--- config.mk ---
export PLATFORM = sky130hd
export DESIGN_NAME = pool_seq_ctrl_flat
export DESIGN_NICKNAME = d
export VERILOG_FILES = /design/src/rtl/pool_seq_ctrl_if.sv /design/src/rtl/pool_seq_ctrl.sv /design/src/flat_wrapper.sv
export SDC_FILE = /design/constraint.sdc
export NUM_CORES = 1
export LEC_CHECK = 0
export ABC_AREA = 0
export CAP_MARGIN = 20
export CORE_ASPECT_RATIO = 1.5
export CORE_UTILIZATION = 41
export CTS_BUF_LIST = sky130_fd_sc_hd__clkbuf_8 sky130_fd_sc_hd__clkbuf_16
export DETAILED_ROUTE_END_ITERATION = 8
export HOLD_SLACK_MARGIN = 0.15
export SYNTH_ARGS = -nofsm -noshare
export SYNTH_HDL_FRONTEND = slang
export SYNTH_SLANG_ARGS = --single-unit
--- constraint.sdc ---
create_clock -name clk -period 3.73 [get_ports clk]
set_clock_uncertainty 0.15 [all_clocks]
set_input_delay 0.373 -clock clk [delete_from_list [all_inputs] [get_ports clk]]
set_output_delay 0.373 -clock clk [all_outputs]
set_load 0.02 [all_outputs]
--- src/rtl/pool_seq_ctrl_if.sv ---
// Bus bundle between the max-pool sequencer and its surroundings (layer
// controller, feature-map SRAM, pooling unit and output buffer).
interface pool_seq_ctrl_if #(
  parameter int ADDR_W = 10
) ();
  logic              start;
  logic              abort;
  logic              busy;
  logic              done;
  logic              rd_en;
  logic [ADDR_W-1:0] rd_addr;
  logic              pool_en;
  logic              pool_first;
  logic              pool_last;
  logic              wr_en;
  logic [ADDR_W-1:0] wr_addr;

  modport master (
    input  start, abort,
    output busy, done, rd_en, rd_addr, pool_en, pool_first, pool_last,
           wr_en, wr_addr
  );

  modport slave (
    output start, abort,
    input  busy, done, rd_en, rd_addr, pool_en, pool_first, pool_last,
           wr_en, wr_addr
  );
endinterface

--- src/rtl/pool_seq_ctrl.sv ---
// Max-pool window sequencer: one SRAM read per cycle in POOL x POOL windows,
// pooling strobes, delayed output-buffer writes. Optional POOL_SEQ_PERF_EN adds perf_cycles.
module pool_seq_ctrl #(
  parameter int MAP_W  = 28,
  parameter int MAP_H  = 28,
  parameter int POOL   = 2,
  parameter int ADDR_W = 10,
  parameter int WR_DLY = 2   // must be >= 1
) (
  input  logic            clk,
  input  logic            rst,
  pool_seq_ctrl_if.master bus
`ifdef POOL_SEQ_PERF_EN
  ,
  output logic [31:0]     perf_cycles
`endif
);

  localparam int OW   = MAP_W / POOL;
  localparam int OH   = MAP_H / POOL;
  localparam int DC_W = $clog2(WR_DLY + 1);

  localparam logic [ADDR_W-1:0] A_ZERO    = {ADDR_W{1'b0}};
  localparam logic [ADDR_W-1:0] A_ONE     = ADDR_W'(1);
  localparam logic [ADDR_W-1:0] POOL_M1   = ADDR_W'(POOL - 1);
  localparam logic [ADDR_W-1:0] OW_M1     = ADDR_W'(OW - 1);
  localparam logic [ADDR_W-1:0] OH_M1     = ADDR_W'(OH - 1);
  localparam logic [ADDR_W-1:0] STEP_COL  = ADDR_W'(POOL);
  localparam logic [ADDR_W-1:0] STEP_ROW  = ADDR_W'(MAP_W);
  localparam logic [ADDR_W-1:0] STEP_OROW = ADDR_W'(POOL * MAP_W);
  localparam logic [DC_W-1:0]   DC_ONE    = DC_W'(1);
  localparam logic [DC_W-1:0]   DC_LAST   = DC_W'(WR_DLY);

  typedef enum logic [1:0] {S_IDLE = 2'd0, S_RUN = 2'd1, S_DRAIN = 2'd2, S_DONE = 2'd3} state_t;

  state_t state_r, state_s;

  logic [ADDR_W-1:0] wc_r, wr_r, ocol_r, orow_r;
  logic [ADDR_W-1:0] wc_s, wr_s, ocol_s, orow_s;
  logic [ADDR_W-1:0] orow_base_r, win_base_r, line_base_r, rd_addr_r;
  logic [ADDR_W-1:0] orow_base_s, win_base_s, line_base_s, rd_addr_s;
  logic [ADDR_W-1:0] wr_addr_r;
  logic [DC_W-1:0]   drain_cnt_r;
  logic [WR_DLY-1:0] pl_pipe_r, pl_pipe_s;
  logic              last_elem_s;

  logic busy_r, done_r, rd_en_r, pool_en_r, pool_first_r, pool_last_r;
  logic busy_s, done_s, rd_en_s, pool_en_s, pool_first_s, pool_last_s;

  assign last_elem_s = (wc_r == POOL_M1) && (wr_r == POOL_M1) &&
                       (ocol_r == OW_M1) && (orow_r == OH_M1);

  // FSM state register
  always_ff @(posedge clk or posedge rst) begin
    if (rst) begin
      state_r <= S_IDLE;
    end else begin
      state_r <= state_s;
    end
  end

  // FSM next-state logic; abort beats start in IDLE
  always_comb begin
    state_s = state_r;
    case (state_r)
      S_IDLE: begin
        if (bus.abort)      state_s = S_IDLE;
        else if (bus.start) state_s = S_RUN;
        else                state_s = S_IDLE;
      end
      S_RUN: begin
        if (bus.abort)        state_s = S_IDLE;
        else if (last_elem_s) state_s = S_DRAIN;
        else                  state_s = S_RUN;
      end
      S_DRAIN: begin
        if (bus.abort)                   state_s = S_IDLE;
        else if (drain_cnt_r == DC_LAST) state_s = S_DONE;
        else                             state_s = S_DRAIN;
      end
      S_DONE:  state_s = S_IDLE;
      default: state_s = S_IDLE;
    endcase
  end

  // Next window position and read address; purely incremental, no multiply
  always_comb begin
    wc_s        = wc_r;
    wr_s        = wr_r;
    ocol_s      = ocol_r;
    orow_s      = orow_r;
    orow_base_s = orow_base_r;
    win_base_s  = win_base_r;
    line_base_s = line_base_r;
    rd_addr_s   = rd_addr_r;
    if (state_r == S_IDLE) begin
      wc_s        = A_ZERO;
      wr_s        = A_ZERO;
      ocol_s      = A_ZERO;
      orow_s      = A_ZERO;
      orow_base_s = A_ZERO;
      win_base_s  = A_ZERO;
      line_base_s = A_ZERO;
      rd_addr_s   = A_ZERO;
    end else if (wc_r != POOL_M1) begin
      wc_s      = wc_r + A_ONE;
      rd_addr_s = rd_addr_r + A_ONE;
    end else if (wr_r != POOL_M1) begin
      wc_s        = A_ZERO;
      wr_s        = wr_r + A_ONE;
      line_base_s = line_base_r + STEP_ROW;
      rd_addr_s   = line_base_s;
    end else if (ocol_r != OW_M1) begin
      wc_s        = A_ZERO;
      wr_s        = A_ZERO;
      ocol_s      = ocol_r + A_ONE;
      win_base_s  = win_base_r + STEP_COL;
      line_base_s = win_base_s;
      rd_addr_s   = win_base_s;
    end else if (orow_r != OH_M1) begin
      wc_s        = A_ZERO;
      wr_s        = A_ZERO;
      ocol_s      = A_ZERO;
      orow_s      = orow_r + A_ONE;
      orow_base_s = orow_base_r + STEP_OROW;
      win_base_s  = orow_base_s;
      line_base_s = orow_base_s;
      rd_addr_s   = orow_base_s;
    end else begin
      rd_addr_s = rd_addr_r;
    end
  end

  // FSM output decode: next value of every registered strobe
  always_comb begin
    busy_s       = 1'b0;
    done_s       = 1'b0;
    rd_en_s      = 1'b0;
    pool_en_s    = 1'b0;
    pool_first_s = 1'b0;
    pool_last_s  = 1'b0;
    case (state_s)
      S_IDLE: begin
        busy_s = 1'b0;
      end
      S_RUN: begin
        busy_s       = 1'b1;
        rd_en_s      = 1'b1;
        pool_en_s    = 1'b1;
        pool_first_s = (wc_s == A_ZERO) && (wr_s == A_ZERO);
        pool_last_s  = (wc_s == POOL_M1) && (wr_s == POOL_M1);
      end
      S_DRAIN: begin
        busy_s    = 1'b1;
        pool_en_s = 1'b1;
      end
      S_DONE: begin
        busy_s = 1'b1;
        done_s = 1'b1;
      end
      default: begin
        busy_s = 1'b0;
      end
    endcase
  end

  // Output strobe registers
  always_ff @(posedge clk or posedge rst) begin
    if (rst) begin
      busy_r       <= 1'b0;
      done_r       <= 1'b0;
      rd_en_r      <= 1'b0;
      pool_en_r    <= 1'b0;
      pool_first_r <= 1'b0;
      pool_last_r  <= 1'b0;
    end else begin
      busy_r       <= busy_s;
      done_r       <= done_s;
      rd_en_r      <= rd_en_s;
      pool_en_r    <= pool_en_s;
      pool_first_r <= pool_first_s;
      pool_last_r  <= pool_last_s;
    end
  end

  // Window counters and address bases; cleared whenever the sequencer idles
  always_ff @(posedge clk or posedge rst) begin
    if (rst) begin
      wc_r        <= A_ZERO;
      wr_r        <= A_ZERO;
      ocol_r      <= A_ZERO;
      orow_r      <= A_ZERO;
      orow_base_r <= A_ZERO;
      win_base_r  <= A_ZERO;
      line_base_r <= A_ZERO;
      rd_addr_r   <= A_ZERO;
    end else if (state_s == S_RUN) begin
      wc_r        <= wc_s;
      wr_r        <= wr_s;
      ocol_r      <= ocol_s;
      orow_r      <= orow_s;
      orow_base_r <= orow_base_s;
      win_base_r  <= win_base_s;
      line_base_r <= line_base_s;
      rd_addr_r   <= rd_addr_s;
    end else if (state_s == S_IDLE) begin
      wc_r        <= A_ZERO;
      wr_r        <= A_ZERO;
      ocol_r      <= A_ZERO;
      orow_r      <= A_ZERO;
      orow_base_r <= A_ZERO;
      win_base_r  <= A_ZERO;
      line_base_r <= A_ZERO;
      rd_addr_r   <= A_ZERO;
    end else begin
      rd_addr_r <= rd_addr_r;
    end
  end

  // DRAIN lasts WR_DLY cycles: the last one carries the final write strobe
  always_ff @(posedge clk or posedge rst) begin
    if (rst) begin
      drain_cnt_r <= {DC_W{1'b0}};
    end else if (state_r == S_RUN) begin
      drain_cnt_r <= DC_ONE;
    end else if (state_r == S_DRAIN) begin
      drain_cnt_r <= drain_cnt_r + DC_ONE;
    end else begin
      drain_cnt_r <= {DC_W{1'b0}};
    end
  end

  // pool_last delay line; its last tap is the write strobe
  always_comb begin
    pl_pipe_s    = pl_pipe_r;
    pl_pipe_s[0] = pool_last_r;
    for (int i = 1; i < WR_DLY; i++) begin
      pl_pipe_s[i] = pl_pipe_r[i-1];
    end
  end

  // Returning to IDLE (abort included) flushes pending writes
  always_ff @(posedge clk or posedge rst) begin
    if (rst) begin
      pl_pipe_r <= {WR_DLY{1'b0}};
    end else if (state_s == S_IDLE) begin
      pl_pipe_r <= {WR_DLY{1'b0}};
    end else begin
      pl_pipe_r <= pl_pipe_s;
    end
  end

  // Output-buffer address: restarts with each accepted frame, steps after each write
  always_ff @(posedge clk or posedge rst) begin
    if (rst) begin
      wr_addr_r <= A_ZERO;
    end else if ((state_r == S_IDLE) && (state_s == S_RUN)) begin
      wr_addr_r <= A_ZERO;
    end else if (pl_pipe_r[WR_DLY-1]) begin
      wr_addr_r <= wr_addr_r + A_ONE;
    end else begin
      wr_addr_r <= wr_addr_r;
    end
  end

`ifdef POOL_SEQ_PERF_EN
  // Busy-cycle counter: cleared on accepted start, saturating
  always_ff @(posedge clk or posedge rst) begin
    if (rst) begin
      perf_cycles <= 32'd0;
    end else if ((state_r == S_IDLE) && (state_s == S_RUN)) begin
      perf_cycles <= 32'd0;
    end else if (busy_r && (perf_cycles != {32{1'b1}})) begin
      perf_cycles <= perf_cycles + 32'd1;
    end else begin
      perf_cycles <= perf_cycles;
    end
  end
`endif

  assign bus.busy       = busy_r;
  assign bus.done       = done_r;
  assign bus.rd_en      = rd_en_r;
  assign bus.rd_addr    = rd_addr_r;
  assign bus.pool_en    = pool_en_r;
  assign bus.pool_first = pool_first_r;
  assign bus.pool_last  = pool_last_r;
  assign bus.wr_en      = pl_pipe_r[WR_DLY-1];
  assign bus.wr_addr    = wr_addr_r;

endmodule
--- src/flat_wrapper.sv ---
// flat-port wrapper written by rule: the top's interface ports become plain ports
module pool_seq_ctrl_flat 
#(
  parameter int MAP_W  = 28,
  parameter int MAP_H  = 28,
  parameter int POOL   = 2,
  parameter int ADDR_W = 10,
  parameter int WR_DLY = 2                  
)
  (clk, rst, bus_start, bus_abort, bus_busy, bus_done, bus_rd_en, bus_rd_addr, bus_pool_en, bus_pool_first, bus_pool_last, bus_wr_en, bus_wr_addr);
  pool_seq_ctrl_if #(.ADDR_W(ADDR_W)) bus_i ();
  input  logic clk;
  input  logic rst;
  input wire logic [$bits(bus_i.start)-1:0] bus_start;
  input wire logic [$bits(bus_i.abort)-1:0] bus_abort;
  output wire logic [$bits(bus_i.busy)-1:0] bus_busy;
  output wire logic [$bits(bus_i.done)-1:0] bus_done;
  output wire logic [$bits(bus_i.rd_en)-1:0] bus_rd_en;
  output wire logic [$bits(bus_i.rd_addr)-1:0] bus_rd_addr;
  output wire logic [$bits(bus_i.pool_en)-1:0] bus_pool_en;
  output wire logic [$bits(bus_i.pool_first)-1:0] bus_pool_first;
  output wire logic [$bits(bus_i.pool_last)-1:0] bus_pool_last;
  output wire logic [$bits(bus_i.wr_en)-1:0] bus_wr_en;
  output wire logic [$bits(bus_i.wr_addr)-1:0] bus_wr_addr;
  assign bus_i.start = bus_start;
  assign bus_i.abort = bus_abort;
  assign bus_busy = bus_i.busy;
  assign bus_done = bus_i.done;
  assign bus_rd_en = bus_i.rd_en;
  assign bus_rd_addr = bus_i.rd_addr;
  assign bus_pool_en = bus_i.pool_en;
  assign bus_pool_first = bus_i.pool_first;
  assign bus_pool_last = bus_i.pool_last;
  assign bus_wr_en = bus_i.wr_en;
  assign bus_wr_addr = bus_i.wr_addr;
  pool_seq_ctrl #(.MAP_W(MAP_W), .MAP_H(MAP_H), .POOL(POOL), .ADDR_W(ADDR_W), .WR_DLY(WR_DLY)) u_core (.clk(clk), .rst(rst), .bus(bus_i));
endmodule
# == Yosys cells after proc, flatten, opt, wreduce, memory -nomap -nowiden ==
# Index checks and enable logic that the tools add are counted.
# op_classes
addsub,10
eq_ne,24
muxes,61
reduce_logical,18
# ops
cell,count
2-to-1 mux 10 bit,45
adder 10 x 1 -> 10 bit (second input constant),6
equality test 10 x 1 -> 1 bit (second input constant),4
equality test 10 x 4 -> 1 bit (second input constant),2
logical NOT 10 bit,2
!= test 10 x 1 -> 1 bit (second input constant),2
!= test 10 x 4 -> 1 bit (second input constant),2
2-to-1 mux 2 bit,7
adder 10 x 2 -> 10 bit (second input constant),1
adder 10 x 5 -> 10 bit (second input constant),1
adder 10 x 6 -> 10 bit (second input constant),1
equality test 2 bit (second input constant),5
!= test 3 bit (second input constant),3
one-hot mux 2 bit (4 select lines),1
2-to-1 mux 1 bit,7
logical AND 1 bit,6
!= test 6 x 1 -> 1 bit (second input constant),1
!= test 5 x 1 -> 1 bit (second input constant),1
AND reduction 5 bit,1
equality test 2 x 1 -> 1 bit (second input constant),2
logical NOT 2 bit,2
!= test 4 x 1 -> 1 bit (second input constant),1
AND reduction 4 bit,1
nonzero test 2 bit,2
7 further kinds,7
# word_totals
regBits,102
in_bits,4
output_inout_bits,27
wordCells,131

# == Depth between registers and ports, before layout ==
# logic_depth
depth_word,10
ltp_mapped,18
mapped_depth_nobuf,15

# == Least setup slack after synthesis ==
# OpenSTA, ideal clock, no wires.
# synth_path
kind,register to register
start,register u_core.wc_r[0]
end,register u_core.orow_r[3]
setup_time_ns,0.078
arrival_time_ns,3.553
required_ns,3.502
slack_ns,-0.052
stages_incl_launch_ff,17
n_path_buf,3
period_less_slack_ns,3.782
path_cell_list,dfrtp_1 -> ha_1 -> or4b_4 -> or3_1 -> buf_2 -> nor4_4 -> o22ai_1 -> nand2b_1 -> inv_1 -> ha_1 -> nor2b_1 -> clkbuf_1 -> nand2_1 -> o211ai_4 -> buf_2 -> or3_1 -> a21oi_1
# synth_via
elab_chain_cells,10
word_cells_on_any_way,17
classes_between,eq/ne (7); mux (4); reduce/logical (6)
# synth_rtl
element,line,text
start: declaration,pool_seq_ctrl.sv:38,"logic [ADDR_W-1:0] wc_r, wr_r, ocol_r, orow_r;"
start signal: assignment,pool_seq_ctrl.sv:198,wc_r <= wc_s;
equality test 10 x 1 -> 1 bit (*),pool_seq_ctrl.sv:50,assign last_elem_s = (wc_r == POOL_M1) && (wr_r == POOL_M1) &&
logical AND 1 bit (*) (2 in series),pool_seq_ctrl.sv:50,
logical AND 1 bit (*),pool_seq_ctrl.sv:51,(ocol_r == OW_M1) && (orow_r == OH_M1);
2-to-1 mux 2 bit (*),pool_seq_ctrl.sv:73,else if (last_elem_s) state_s = S_DRAIN;
2-to-1 mux 2 bit (*),pool_seq_ctrl.sv:72,if (bus.abort) state_s = S_IDLE;
one-hot mux 2 bit (4 select lines) (*),pool_seq_ctrl.sv:65,case (state_r)
named net u_core.state_s[0],pool_seq_ctrl.sv:36,"state_t state_r, state_s;"
equality test 2 x 1 -> 1 bit / logical NOT 2 bit (equally long branches),"pool_seq_ctrl.sv:197, pool_seq_ctrl.sv:206",
!= test 3 bit (no line) (tied with other cells),-,
AND reduction 5 bit (no line),-,
end signal: assignment,pool_seq_ctrl.sv:201,orow_r <= orow_s;
end: declaration,pool_seq_ctrl.sv:38,
# The timed path passes the listed nets; every way through them passes the cells marked *.
# A chain may end at the register's enable or synchronous reset.

# == Final worst setup path ==
# layout_path
start,register u_core.wc_r[1]
end,register u_core.line_base_r[2]
# layout_via
elab_chain_cells,10
word_cells_on_any_way,15
classes_between,eq/ne (5); mux (4); reduce/logical (6)
# layout_rtl
element,line,text
equality test 10 x 1 -> 1 bit,pool_seq_ctrl.sv:50,
logical AND 1 bit (2 in series),pool_seq_ctrl.sv:50,
logical AND 1 bit,pool_seq_ctrl.sv:51,
2-to-1 mux 2 bit,pool_seq_ctrl.sv:73,
2-to-1 mux 2 bit,pool_seq_ctrl.sv:72,
one-hot mux 2 bit (4 select lines),pool_seq_ctrl.sv:65,
equality test 2 x 1 -> 1 bit / logical NOT 2 bit (equally long branches),"pool_seq_ctrl.sv:197, pool_seq_ctrl.sv:206",
!= test 5 x 1 -> 1 bit (no line) (tied with other cells),-,
AND reduction 3 bit (no line),-,
end signal: assignment,pool_seq_ctrl.sv:204,line_base_r <= line_base_s;
end: declaration,pool_seq_ctrl.sv:40,"logic [ADDR_W-1:0] orow_base_r, win_base_r, line_base_r, rd_addr_r;"
# Parallel ways exist; a longest one is shown, timed or not.

==> results.cfg <==
[outcome]
outcome = finished, final reports clean

[yosys]
ys_seq_area_share_pct = 42.1
synthCells = 661
synth_flop_cell = dfrtp_1
syn_nets = 683
synth_area_per_cell_um2 = 8.90
yosys_warnings = 0
synth-edff-count = 0
synth_cell_types = 71
synth_area_um2 = 5880
ys_seq_elements = 99
async_flop_share_pct = 100

[global_routing]
first_global_vias = 5227
grt_use_total_pct = 22.8
grt_max_degree = 48
grt_pass1_wl_um = 26200
overflow = 0
antenna_found_initial = 0

[die]
std_cell_rows = 53
die_y_um = 149
core_area_um2 = 14000
ios = 31
die_area_um2 = 14800
die_width_um = 99.8
start_util_pct = 42.0

[place]
dpl_worst_slack_ns = -0.00336
place_hpwl_um = 11800
placed_cell_area_um2 = 6690
dp_cells = 898
place_congestion = 0.997
port_buffers = 30

[cells_and_area]
design_area_um2 = 7050
fin_cells = 917
n_antenna_cell = 0
fin_util_pct = 50.4
layout.nets = 742
mostFrequentLayoutCells = dfrtp_1, nand2_1, o21ai_0, nor2_1, buf_4
final_common_cell = dfrtp_1
drive_gt1_share_pct = 14.1
area_growth_pct = 19.8

[timing]
layout_setup_ws_ns = 0.154
final.setup.tns_ns = 0
clock.fmax_ghz = 0.280
min_period_over_period_pct = 95.9
layout_min_cycle_time_ns = 3.58
hold_viol = 0
setup_viol_count_final = 0
rsz0062_at_grt = false
whs_ns = 0.291
finalMaxSlewViolations = 0
maxSlewHeadroom_pct = 54.1
worst_pin_slew_ns = 0.688

[power_and_ir_drop]
p_per_area_nw_per_um2 = 320
power_mw = 2.26
peakVddDrop_mv = 0.167
leakage_nw = 3.04

[detailed_routing]
postRouteAntennaNets = 0
drc = 0
wl_per_cell_um = 17.2
wl_um = 15800
dr.pass1.iters = 5
num_vias = 5304
drt_iter0_drc = 237
viasPerCell = 5.78

[clock_tree]
clk_latency_ns = 0.37
htreeDepth = 3
cts_buffers = 9
clockBufferDepth = 2
cts.sinks = 99
cts_tree = done
cts.clk_slew.worst_paths_ns = 0.08
cts_root_buf = clkbuf_16

[critical_path]
critical_path_class = reg2reg
crit_arrival_ns = 3.68
cp-start-kind = flip-flop
worstPathRequired_ns = 3.84
cp_max_fo = 22
critPathCaptureType = flip-flop

[min_path]
hp-class = in2async

[job]
maxCapViolations = 0
worst paths after layout:
| path | start | to | slack, ns | depth (start not counted) |
|---|---|---|---|---|
| setup reg to reg | u_core.wc_r[1] | u_core.line_base_r[2] | 0.15 | 11 |
| max in group asynchronous | rst | u_core.line_base_r[3] | 2.52 | 3 |
| min in group clk | u_core.pl_pipe_r[0] | u_core.pl_pipe_r[1] | 0.33 | 1 |
| hold / removal | rst | u_core.wr_r[0] | 0.29 | 2 |
| setup / recovery | u_core.wc_r[1] | u_core.line_base_r[2] | 0.15 | 11 |
| hold reg to reg | u_core.pl_pipe_r[0] | u_core.pl_pipe_r[1] | 0.33 | 1 |
cell type report:
class	count	area (um2)
fill	1297	6940
clock inverter	7	73.8
inverter	21	81.3
clock buffer	9	225
tap	192	240
timing repair buffer	79	693
sequential	99	2480
multi-input combinational	510	3260
sequential cells by signal (all words and copies together) (netlist names):
signal and count:
u_core.orow_r 10, u_core.bus.pool_first 1, u_core.orow_base_r 7, u_core.state_r 2, u_core.bus.pool_last 1, u_core.pl_pipe_r 2
u_core.bus.busy 1, u_core.bus.wr_addr 10, u_core.wc_r 10, u_core.ocol_r 10, u_core.bus.pool_en 1, u_core.bus.rd_addr 10
u_core.win_base_r 10, u_core.drain_cnt_r 2, u_core.bus.done 1, u_core.wr_r 10, u_core.bus.rd_en 1, u_core.line_base_r 10
power by group:
group	leakage, nW	internal (mW)	switching, mW
Sequential	1.37	1.08	0.00830
Clock	0.144	0.472	0.469
Combinational	1.52	0.0802	0.147
Total	3.04	1.63	0.625
worst max-delay path: stages, from the launching register on:
cell	delay [ns]
dfrtp_1	0.38
inv_1	0.08
ha_2	0.18
or4b_4	0.47
or3_4	0.38
o31a_1	0.30
or2_1	0.27
ha_4	0.21
nor2b_2	0.20
buf_4	0.25
a21o_1	0.32
a22o_1	0.29
synthesized netlist by cell type, types with 5 or more instances:
master    count  share of area (%)
nor2b_1       6               0.64
nor2_1       49                3.1
buf_2        11               0.94
nand3_1      32                2.7
clkbuf_1     18                1.1
a22o_1        5               0.74
o31ai_1      20                2.6
o21ai_0      66                5.6
and3_1       19                2.0
o211ai_1      7               0.89
ha_1         18                3.8
and2_1        5               0.53
nand2b_1     10                1.1
a21oi_1      22                1.9
a31oi_1      10                1.1
inv_1        21                1.3
nand2_1      85                5.4
nand4_1      14                1.5
nor3_1       10               0.85
mux2i_1       5               0.85
o21ai_1      10               0.85
xnor2_1      12                1.8
xor2_1       16                2.4
dfrtp_1      99                 42
or3_1        13                1.4
routing by layer:
layer | share of wire (%) | GRT usage, % | wire length (um)
met1 | 39 | 26.3 | 6200
met2 | 53 | 40.3 | 8310
met3 | 4.4 | 3.48 | 702
met5 | 0 | 0 | 0
met4 | 3.8 | 11.8 | 593
repair_timing:
| item | 4_1_cts | 5_1_grt |
|---|---|---|
| gates resized for setup | 3 | 5 |
| buffers inserted | 0 | 2 |
| hold endpoints to repair | 0 | 0 |
| endpoints found under the setup margin | 3 | 36 |
| hold buffers | 0 | 0 |
| cloned | 0 | 1 |
| pin swaps | 0 | 2 |
cell families (layout without fill, tap and decap cells):
kind of cell	Yosys count	in the layout	synth area share (%)
compound gates	180	181	19.9
simple gates	277	277	25.1
flops	99	99	42.1
buf+inv	53	116	3.81
xor+xnor	28	28	4.17
mux	6	6	1.04
fa+ha+maj	18	18	3.83
No activity file was read; power rests on OpenSTA's default activity.
